==> src/rtl/llc_input_sched_pkg.sv <==
// Shared constants and types for the LLC front-end input scheduler.
// Holds set-walk geometry, the one-hot source select encoding and the FSM states.
package llc_input_sched_pkg;

    localparam int LLC_SETS = 256;
    localparam int SET_BITS = 8;

    typedef logic [SET_BITS-1:0] llc_set_t;

    typedef enum logic [4:0] {
        SEL_NONE   = 5'b00000,
        SEL_RST    = 5'b00001,
        SEL_RSP    = 5'b00010,
        SEL_REQ    = 5'b00100,
        SEL_DMA    = 5'b01000,
        SEL_RESUME = 5'b10000
    } sched_sel_t;

    typedef enum logic [1:0] {
        ST_IDLE       = 2'd0,
        ST_RST_WALK   = 2'd1,
        ST_FLUSH_WALK = 2'd2
    } llc_sched_state_t;

endpackage

==> src/rtl/llc_rr_arb2.sv <==
// Two-requester round-robin arbiter; the pointer always moves to the requester
// that did not win, so a lone winner also hands priority to the other side.
module llc_rr_arb2 (
    input  logic clk,
    input  logic rst_n,
    input  logic en,
    input  logic req_a,
    input  logic req_b,
    output logic grant_a,
    output logic grant_b
);

    logic ptr_b_r;

    // Grant the pointer owner on a tie, otherwise whichever side is requesting.
    always_comb begin
        grant_a = 1'b0;
        grant_b = 1'b0;
        if (en) begin
            if (req_a && req_b) begin
                grant_a = !ptr_b_r;
                grant_b = ptr_b_r;
            end else begin
                grant_a = req_a;
                grant_b = req_b;
            end
        end else begin
            grant_a = 1'b0;
            grant_b = 1'b0;
        end
    end

    // Pointer update: hand priority to the loser after every grant.
    always_ff @(posedge clk or negedge rst_n) begin
        if (!rst_n) begin
            ptr_b_r <= 1'b0;
        end else if (grant_a) begin
            ptr_b_r <= 1'b1;
        end else if (grant_b) begin
            ptr_b_r <= 1'b0;
        end else begin
            ptr_b_r <= ptr_b_r;
        end
    end

endmodule

==> src/rtl/llc_input_sched.sv <==
// LLC front-end scheduler: strict-priority grant of rst/rsp/resume/req/dma into
// one decode slot, plus atomic reset/flush walks over every set.
module llc_input_sched #(
    parameter int LLC_SETS = llc_input_sched_pkg::LLC_SETS,
    parameter int SET_BITS = llc_input_sched_pkg::SET_BITS
) (
    input  logic                clk,
    input  logic                rst,
    input  logic                rst_in_valid,
    input  logic                rst_in_is_flush,
    input  logic                rsp_in_valid,
    input  logic                req_in_valid,
    input  logic                dma_req_in_valid,
    input  logic                fifo_full,
    input  logic                req_stall,
    input  logic                recall_pending,
    input  logic                dma_read_pending,
    input  logic                dma_write_pending,
    input  logic                is_dma_to_resume,
    output logic                rst_in_ready,
    output logic                rsp_in_ready,
    output logic                req_in_ready,
    output logic                dma_req_in_ready,
    output logic                decode_en,
    output logic [4:0]          sel,
    output logic                rst_state,
    output logic                set_flush_stall,
    output logic                walk_valid,
    output logic [SET_BITS-1:0] walk_set,
    output logic                walk_is_flush,
    output logic                clr_rst_stall,
    output logic                clr_flush_stall
);

    import llc_input_sched_pkg::*;

    llc_sched_state_t      state_r;
    logic [SET_BITS-1:0]   walk_cnt_r;

    logic rst_ok_s, resume_ok_s, req_elig_s, dma_elig_s;
    logic grant_rst_s, grant_rsp_s, grant_resume_s, arb_en_s;
    logic grant_req_s, grant_dma_s, last_beat_s;

    // A reset/flush may only start once no recall or DMA burst is in flight.
    assign rst_ok_s    = rst_in_valid && !recall_pending && !dma_read_pending && !dma_write_pending;
    assign resume_ok_s = is_dma_to_resume && !recall_pending;
    assign req_elig_s  = req_in_valid && !req_stall;
    assign dma_elig_s  = dma_req_in_valid && !dma_read_pending && !dma_write_pending && !is_dma_to_resume;
    assign last_beat_s = (walk_cnt_r == SET_BITS'(LLC_SETS - 1));

    // Strict priority among the fixed sources; req/dma fall through to the RR arbiter.
    always_comb begin
        grant_rst_s    = 1'b0;
        grant_rsp_s    = 1'b0;
        grant_resume_s = 1'b0;
        arb_en_s       = 1'b0;
        if (state_r == ST_IDLE && !fifo_full) begin
            if (rst_ok_s) begin
                grant_rst_s = 1'b1;
            end else if (rsp_in_valid) begin
                grant_rsp_s = 1'b1;
            end else if (resume_ok_s) begin
                grant_resume_s = 1'b1;
            end else begin
                arb_en_s = 1'b1;
            end
        end else begin
            arb_en_s = 1'b0;
        end
    end

    llc_rr_arb2 u_rr_arb (
        .clk     (clk),
        .rst_n   (rst),
        .en      (arb_en_s),
        .req_a   (req_elig_s),
        .req_b   (dma_elig_s),
        .grant_a (grant_req_s),
        .grant_b (grant_dma_s)
    );

    assign rst_in_ready     = grant_rst_s;
    assign rsp_in_ready     = grant_rsp_s;
    assign req_in_ready     = grant_req_s;
    assign dma_req_in_ready = grant_dma_s;

    // Scheduler FSM with registered handshake, pulse and walk-beat outputs.
    always_ff @(posedge clk or negedge rst) begin
        if (!rst) begin
            state_r         <= ST_IDLE;
            walk_cnt_r      <= {SET_BITS{1'b0}};
            decode_en       <= 1'b0;
            sel             <= SEL_NONE;
            rst_state       <= 1'b0;
            set_flush_stall <= 1'b0;
            walk_valid      <= 1'b0;
            walk_set        <= {SET_BITS{1'b0}};
            walk_is_flush   <= 1'b0;
            clr_rst_stall   <= 1'b0;
            clr_flush_stall <= 1'b0;
        end else begin
            decode_en       <= 1'b0;
            sel             <= SEL_NONE;
            rst_state       <= 1'b0;
            set_flush_stall <= 1'b0;
            walk_valid      <= 1'b0;
            walk_is_flush   <= 1'b0;
            clr_rst_stall   <= 1'b0;
            clr_flush_stall <= 1'b0;
            case (state_r)
                ST_IDLE: begin
                    if (grant_rst_s) begin
                        sel <= SEL_RST;
                        if (rst_in_is_flush) begin
                            set_flush_stall <= 1'b1;
                            state_r         <= ST_FLUSH_WALK;
                        end else begin
                            rst_state <= 1'b1;
                            state_r   <= ST_RST_WALK;
                        end
                    end else if (grant_rsp_s) begin
                        decode_en <= 1'b1;
                        sel       <= SEL_RSP;
                    end else if (grant_resume_s) begin
                        decode_en <= 1'b1;
                        sel       <= SEL_RESUME;
                    end else if (grant_req_s) begin
                        decode_en <= 1'b1;
                        sel       <= SEL_REQ;
                    end else if (grant_dma_s) begin
                        decode_en <= 1'b1;
                        sel       <= SEL_DMA;
                    end
                end
                ST_RST_WALK, ST_FLUSH_WALK: begin
                    // fifo_full stalls the walk without dropping a set.
                    if (!fifo_full) begin
                        walk_valid    <= 1'b1;
                        walk_set      <= walk_cnt_r;
                        walk_is_flush <= (state_r == ST_FLUSH_WALK);
                        if (last_beat_s) begin
                            walk_cnt_r <= {SET_BITS{1'b0}};
                            state_r    <= ST_IDLE;
                            if (state_r == ST_FLUSH_WALK) begin
                                clr_flush_stall <= 1'b1;
                            end else begin
                                clr_rst_stall <= 1'b1;
                            end
                        end else begin
                            walk_cnt_r <= walk_cnt_r + SET_BITS'(1);
                        end
                    end
                end
                default: begin
                    state_r    <= ST_IDLE;
                    walk_cnt_r <= {SET_BITS{1'b0}};
                end
            endcase
        end
    end

endmodule

==> config.mk <==
export PLATFORM = sky130hd
export DESIGN_NAME = llc_input_sched
export DESIGN_NICKNAME = d
export VERILOG_FILES = /design/src/rtl/llc_input_sched_pkg.sv /design/src/rtl/llc_rr_arb2.sv /design/src/rtl/llc_input_sched.sv
export SDC_FILE = /design/constraint.sdc
export NUM_CORES = 1
export LEC_CHECK = 0
export CAP_MARGIN = 20
export CORE_MARGIN = 2
export CORE_UTILIZATION = 40
export DETAILED_ROUTE_END_ITERATION = 8
export PLACE_DENSITY = 0.71
export SLEW_MARGIN = 20
export SYNTH_ARGS = -nofsm -noshare
export SYNTH_HDL_FRONTEND = slang
export SYNTH_SLANG_ARGS = --single-unit
==> constraint.sdc <==
create_clock -name clk -period 1.8 [get_ports clk]
set_clock_uncertainty 0.2 [all_clocks]
set_input_delay 0.36 -clock clk [delete_from_list [all_inputs] [get_ports clk]]
set_output_delay 0.36 -clock clk [all_outputs]
set_load 0.005 [all_outputs]
* Word level (Yosys, flattened, before mapping)
Index checks and enable logic that the tools add are counted. Widths: inputs -> output; s select.
Operators by class: shift operators 0, divide/modulo/power cells 0, muxes and demuxes 57, add/sub/neg operators 1, eq/ne operators 6, bitwise gates (word level) 2, reductions and logical operators 23, order comparisons 0, $mul 0
Operators by type and width (number):
- $mux 1 | 43
- $mux 5 | 4
- $mux 8 | 2
- $pmux 8 s2 | 1
- $logic_and 1x1->1 | 10
- $add 8x1->8 const B | 1
- $eq 8x8->1 const B | 1
- $mux 2 | 4
- $mux 4 | 2
- $logic_not 1->1 | 7
- $ne 2x2->1 const B | 3
- $pmux 2 s2 | 1
- $reduce_and 2->1 | 2
- $reduce_and 3->1 | 1
- $eq 2x1->1 const B | 1
- $eq 2x2->1 const B | 1
- $logic_not 2->1 | 1
- $not 1->1 | 2
- $reduce_bool 2->1 | 1
- $reduce_or 2->1 | 1
Word-level totals: bits in registers 31, logic and storage cells 101, output and inout bits 24, latch bits 0, memories 0, bits in read-only memories 0, bits of input ports 13, RAM bits 0

* Depth between registers and ports, before layout
depth after elaboration 13, mapped depth 7, gate-level depth less buffers 6

* Hierarchy
Synthesis repeated with hierarchy kept, for this count alone.
Second synthesis, totals: cells, all modules 138, area, all modules 1470.2 µm²
By module, submodules not included:
- llc_input_sched | area an instance 1408.9 µm², cells each 130, seq. area each 750.7 µm², times used 1
- llc_rr_arb2 | area an instance 61.3 µm², cells each 8, seq. area each 25.0 µm², times used 1

* Worst setup path after synthesis
Ideal clock, no wire load.
kind input -> register, from in recall_pending, to reg decode_en, data arrival time 1.624 ns, data required time 1.462 ns, path slack -0.163 ns, stages on the path 3, path buffers 0, path through or4b_4 and4b_4 or4_1
Between the ends: elaborated cells between the ends (all ways) 25, classes of those cells mux (20); reduce/logical (5)
RTL lines:
- from (decl) | line llc_input_sched.sv:16 | input logic recall_pending,
- $logic_not 1->1 | line llc_input_sched.sv:45 | assign rst_ok_s = rst_in_valid && !recall_pending && !dma_read_pending && !dma_write_pending;
- $logic_and 1x1->1 (3 in a row) | line llc_input_sched.sv:45
- $mux 1 | line llc_input_sched.sv:58 | if (rst_ok_s) begin
- $mux 1 | line llc_input_sched.sv:57 | if (state_r == ST_IDLE && !fifo_full) begin
- named net rsp_in_ready | line llc_input_sched.sv:21 | output logic rsp_in_ready,
- $mux 1 | line llc_input_sched.sv:121 | end else if (grant_rsp_s) begin
- $mux 1 | line llc_input_sched.sv:112 | if (grant_rst_s) begin
- $mux 1 | line llc_input_sched.sv:110 | case (state_r)
- to (signal assigned) | line llc_input_sched.sv:122 | decode_en <= 1'b1;
- to (signal assigned) | line llc_input_sched.sv:125 | decode_en <= 1'b1;
- to (signal assigned) | line llc_input_sched.sv:128 | decode_en <= 1'b1;
- to (decl) | line llc_input_sched.sv:24 | output logic decode_en,
The timed path passes the listed nets, and every way through them passes these cells. A chain may end at the register's enable or synchronous reset.

* Worst setup path in the final report
from reg state_r[0], to out req_in_ready
Between the ends: word-level cells in the longest chain between the ends 4
RTL lines:
- from (decl) | line llc_input_sched.sv:37 | llc_sched_state_t state_r;
- from (signal assigned) | line llc_input_sched.sv:90 | state_r <= ST_IDLE;
- from (signal assigned) | line llc_input_sched.sv:116 | state_r <= ST_FLUSH_WALK;
- from (signal assigned) | line llc_input_sched.sv:119 | state_r <= ST_RST_WALK;
- $logic_not 2->1 | line llc_input_sched.sv:57
- $logic_and 1x1->1 | line llc_input_sched.sv:57
- $mux 1 | line llc_input_sched.sv:57
- $mux 1 | line llc_rr_arb2.sv:19 | if (en) begin
- to (decl) | line llc_input_sched.sv:22 | output logic req_in_ready,
Every way passes these cells.

==> out/qor.csv <==
metric,value,unit
first_pass_iters,4,
post_synth_main_area_contributors,"sky130_fd_sc_hd__dfrtp_1 (56%), sky130_fd_sc_hd__nand2_1 (6.8%), sky130_fd_sc_hd__a22o_1 (3.2%), sky130_fd_sc_hd__o21ai_0 (2.9%), sky130_fd_sc_hd__ha_1 (2.7%)",
routedWlPerCell,13.1,µm
diodes,0,
tightest_slew,0.384,ns
route.vias.total,1271,
htreeDepth,2,
internal_power,1630,µW
syn-cell-area,1380,µm²
fp-row-count,21,
tritoncts,yes,
synth_seq_cells,31,
nNetsFinal,223,
comb_power_share,49.5,%
crit_fanout,3,
number_of_violations_of_the_max_capacitance_limit,0,
run_status,finished with violations,
ys_warn_count,0,
timing.final.crit_period,2.22,ns
filler_cell_count,268,
coreArea,3340,µm²
worstPathCellList,inv_2 > ha_4 > nor3b_4 > nand3_4 > a211oi_4 > buf_2,
hold_violations,0,
chipHeight,62.8,µm
postSynthAreaPerCell,10.3,µm²
timing_worst_setup_path_type,register to primary output,
finalMaxSlewViolations,0,
pwr-share-seq,34.8,%
grtUsageTotal,17.9,%
globalRouteOverflowTotal,0,
critical_path_required,1.24,ns
setup_viol,8,
power.share.clock,15.6,%
syn_nets,150,
min_path_type,primary input to asynchronous set/reset pin,
max_slew_headroom,74.4,%
crit_share_post_route,123,%
drcViolationCount,0,
dp.final_hpwl,2240,µm
synth_sequential_area_ratio,56.1,%
antenna_left,0,
irDropWorstVdd,0.592,mV
critical-path-max-stage-delay,0.41,ns
area.growth.synth_to_final,59.7,%
cts-buffers-inserted,5,
start_util,41.5,%
hold_slack,0.198,ns
number_of_cells_after_detailed_placement,230,
fmax,0.451,GHz
cp-end-kind,primary output,
postSynthCellCount,134,
cts_buffer_depth,2,
rsz0062_at_grt,true,
top_level_ports,37,
filler_free_cell_count_of_the_finished_design,254,
cts.clk_slew.worst_paths,0.10,ns
wirelength,3330,µm
chipWidth,62.8,µm
crit_arrival,1.66,ns
cts-root-buf,sky130_fd_sc_hd__clkbuf_4,
replace_congestion,0.765,
standby_leakage_power,0.00104,µW
post_cts_hold_buffer_count,0,
antenna_found_initial,0,
floorplan.die_area,3950,µm²
power_density,1110,nW/µm²
timing.final.ws_setup,-0.415,ns
first_global_vias,1233,
count_of_cell_types_in_the_netlist,35,
violations,setup timing,
switching_share,33.8,%
post-synth-top-area-cell,sky130_fd_sc_hd__dfrtp_1,
final_layout_size_suffix_gt1_share,32.2,%
clk-insertion-delay-late,0.34,ns
routed_via_density,5.00,
io_buffers,36,
worst_path_max_delay_cell,sky130_fd_sc_hd__dfrtp_1,
cts.sink_count,31,
yosys.area.top_type_share,56.1,%
detailedRoute.firstIterationViolations,61,
grt_max_degree,32,
worstSetupStartpointType,register,
grt_pass1_wl,5460,µm
net_load_switching_power,830,µW
## cells by family (layout without fill, tap and decap cells)
| logic type | count (synthesis) | in the layout | share of synthesized area, % |
|---|---|---|---|
| adders and majority gates | 3 | 3 | 2.71 |
| DFF | 31 | 31 | 56.1 |
| AOI/OAI and AO/OA | 22 | 22 | 10.4 |
| buffers and inverters | 10 | 84 | 2.71 |
| muxes | 2 | 2 | 1.45 |
| and+or+nand+nor | 64 | 64 | 25.4 |
| xor gates and xnor gates | 2 | 2 | 1.27 |
## critical path: cells and delay by family (launching register included)
| family | cells | cell delay, ns |
|---|---|---|
| AOI/OAI and AO/OA | 1 | 0.18 |
| adders and majority gates | 1 | 0.13 |
| and+or+nand+nor | 2 | 0.36 |
| DFF | 1 | 0.41 |
| buffers and inverters | 2 | 0.23 |
## placed cells by master (no fill, tap or decap), types with 3 or more instances in the layout
| master | netlist | layout |
|---|---|---|
| sky130_fd_sc_hd__nand2_1 | 25 | 25 |
| sky130_fd_sc_hd__a22o_1 | 5 | 5 |
| sky130_fd_sc_hd__o21ai_0 | 8 | 5 |
| sky130_fd_sc_hd__clkbuf_2 | 0 | 4 |
| sky130_fd_sc_hd__nand2b_1 | 4 | 4 |
| sky130_fd_sc_hd__nor2_1 | 7 | 6 |
| sky130_fd_sc_hd__buf_4 | 0 | 28 |
| sky130_fd_sc_hd__nor2b_1 | 4 | 3 |
| sky130_fd_sc_hd__dfrtp_1 | 31 | 31 |
| sky130_fd_sc_hd__buf_2 | 0 | 3 |
| sky130_fd_sc_hd__clkdlybuf4s50_1 | 0 | 25 |
| sky130_fd_sc_hd__clkbuf_4 | 0 | 5 |
| sky130_fd_sc_hd__dlymetal6s2s_1 | 0 | 3 |
| sky130_fd_sc_hd__buf_6 | 0 | 7 |
| sky130_fd_sc_hd__o21ai_1 | 1 | 4 |
| sky130_fd_sc_hd__nand3_1 | 3 | 3 |
## routing by layer
metal / wire (µm) / vias to the layer above / GRT usage, %
li1: - / 613 / -
met1: 1390 / 614 / 20.9
met2: 1720 / 37 / 30.6
met3: 175 / 7 / 5.59
met4: 53 / 0 / 7.22
met5: 0 / - / 0
## state kept, by name, indices dropped and copies added, names as in the netlist
signal            count
walk_valid            1
clr_rst_stall         1
clr_flush_stall       1
walk_is_flush         1
decode_en             1
walk_cnt_r            8
u_rr_arb.ptr_b_r      1
sel                   5
rst_state             1
walk_set              8
state_r               2
set_flush_stall       1
## worst paths after layout
kind	start	endpoint	slack, ns	cells past startpoint
worst max-delay path	state_r[0]$_DFFE_PN0P_	req_in_ready	-0.42	6
worst min-delay path	rst	clr_flush_stall$_DFF_PN0_	0.20	2
worst max register to register	state_r[0]$_DFFE_PN0P_	walk_cnt_r[5]$_DFFE_PN0P_	-0.21	9
worst min register to register	walk_set[6]$_DFFE_PN0P_	walk_set[6]$_DFFE_PN0P_	0.28	2
max in group asynchronous	rst	walk_set[0]$_DFFE_PN0P_	0.91	2
min in group clk	recall_pending	sel[4]$_DFF_PN0_	0.20	3
## stage by stage
step | setup slack (ns) | utilization (%) | cell area (µm²) | total power, µW | TNS [ns]
2_1_floorplan | -0.138 | - | 1400 | 1290 | -0.142
3_5_place_dp | -0.876 | 58.1 | 1940 | 1750 | -10.05
6_report | -0.415 | 66.2 | 2210 | 2460 | -1.98
3_3_place_gp | -0.850 | 58.1 | 1940 | 1720 | -9.00
4_1_cts | -0.453 | 62.3 | 2080 | 2220 | -1.91
5_1_grt | -0.487 | 66.2 | 2210 | 2590 | -2.34
## repair_timing
| item | CTS | global route |
|---|---|---|
| buffers inserted | 6 | 10 |
| cloned | 0 | 0 |
| endpoints found under the setup margin | 11 | 21 |
| pin swaps | 9 | 10 |
| resized for setup | 33 | 32 |
## synthesized netlist by cell type
| library cell | instances |
|---|---|
| sky130_fd_sc_hd__o21ai_1 | 1 |
| sky130_fd_sc_hd__and3_1 | 1 |
| sky130_fd_sc_hd__nand2b_1 | 4 |
| sky130_fd_sc_hd__a211oi_1 | 2 |
| sky130_fd_sc_hd__o31ai_1 | 1 |
| sky130_fd_sc_hd__nand2_1 | 25 |
| sky130_fd_sc_hd__nor4b_1 | 1 |
| sky130_fd_sc_hd__o31a_1 | 1 |
| sky130_fd_sc_hd__inv_1 | 4 |
| sky130_fd_sc_hd__nor3_2 | 1 |
| sky130_fd_sc_hd__nand4_1 | 2 |
| sky130_fd_sc_hd__or3_1 | 1 |
| sky130_fd_sc_hd__and4b_2 | 1 |
| sky130_fd_sc_hd__a21oi_1 | 3 |
| sky130_fd_sc_hd__and4b_4 | 1 |
| sky130_fd_sc_hd__nor2_1 | 7 |
| sky130_fd_sc_hd__dfrtp_1 | 31 |
| sky130_fd_sc_hd__ha_1 | 3 |
| sky130_fd_sc_hd__nand4b_1 | 1 |
| sky130_fd_sc_hd__mux2i_1 | 2 |
| sky130_fd_sc_hd__nor2b_1 | 4 |
| sky130_fd_sc_hd__nor4_1 | 2 |
| sky130_fd_sc_hd__o21ai_0 | 8 |
| sky130_fd_sc_hd__xnor2_1 | 2 |
| sky130_fd_sc_hd__and2_1 | 2 |
| sky130_fd_sc_hd__nand3_1 | 3 |
| sky130_fd_sc_hd__nor3b_1 | 3 |
| sky130_fd_sc_hd__or4b_4 | 1 |
| sky130_fd_sc_hd__nand3_2 | 1 |
| sky130_fd_sc_hd__clkinv_1 | 1 |
| sky130_fd_sc_hd__nor3_1 | 2 |
| sky130_fd_sc_hd__or4_1 | 1 |
| sky130_fd_sc_hd__a211o_1 | 1 |
| sky130_fd_sc_hd__a22o_1 | 5 |
| sky130_fd_sc_hd__clkbuf_1 | 5 |
## cell type report
class / instances / area (µm²) / share of cell area (%)
Clock buffer: 7 / 45.0 / 2.04
Clock inverter: 1 / 5.00 / 0.227
Inverter: 5 / 21.3 / 0.963
Multi-Input combinational cell: 93 / 678 / 30.7
Sequential cell: 31 / 776 / 35.1
Tap cell: 46 / 57.6 / 2.60
Timing Repair Buffer: 71 / 627 / 28.4
## power by group through the flow
stage          registers (µW)  logic (µW)  clock network [µW]
6_report                  856        1220                 384
5_1_grt                   866        1310                 417
4_1_cts                   854         980                 388
3_5_place_dp              859         890                   0
3_3_place_gp              853         867                   0
2_1_floorplan             870         421                   0
(Power assumes the default switching activity.)
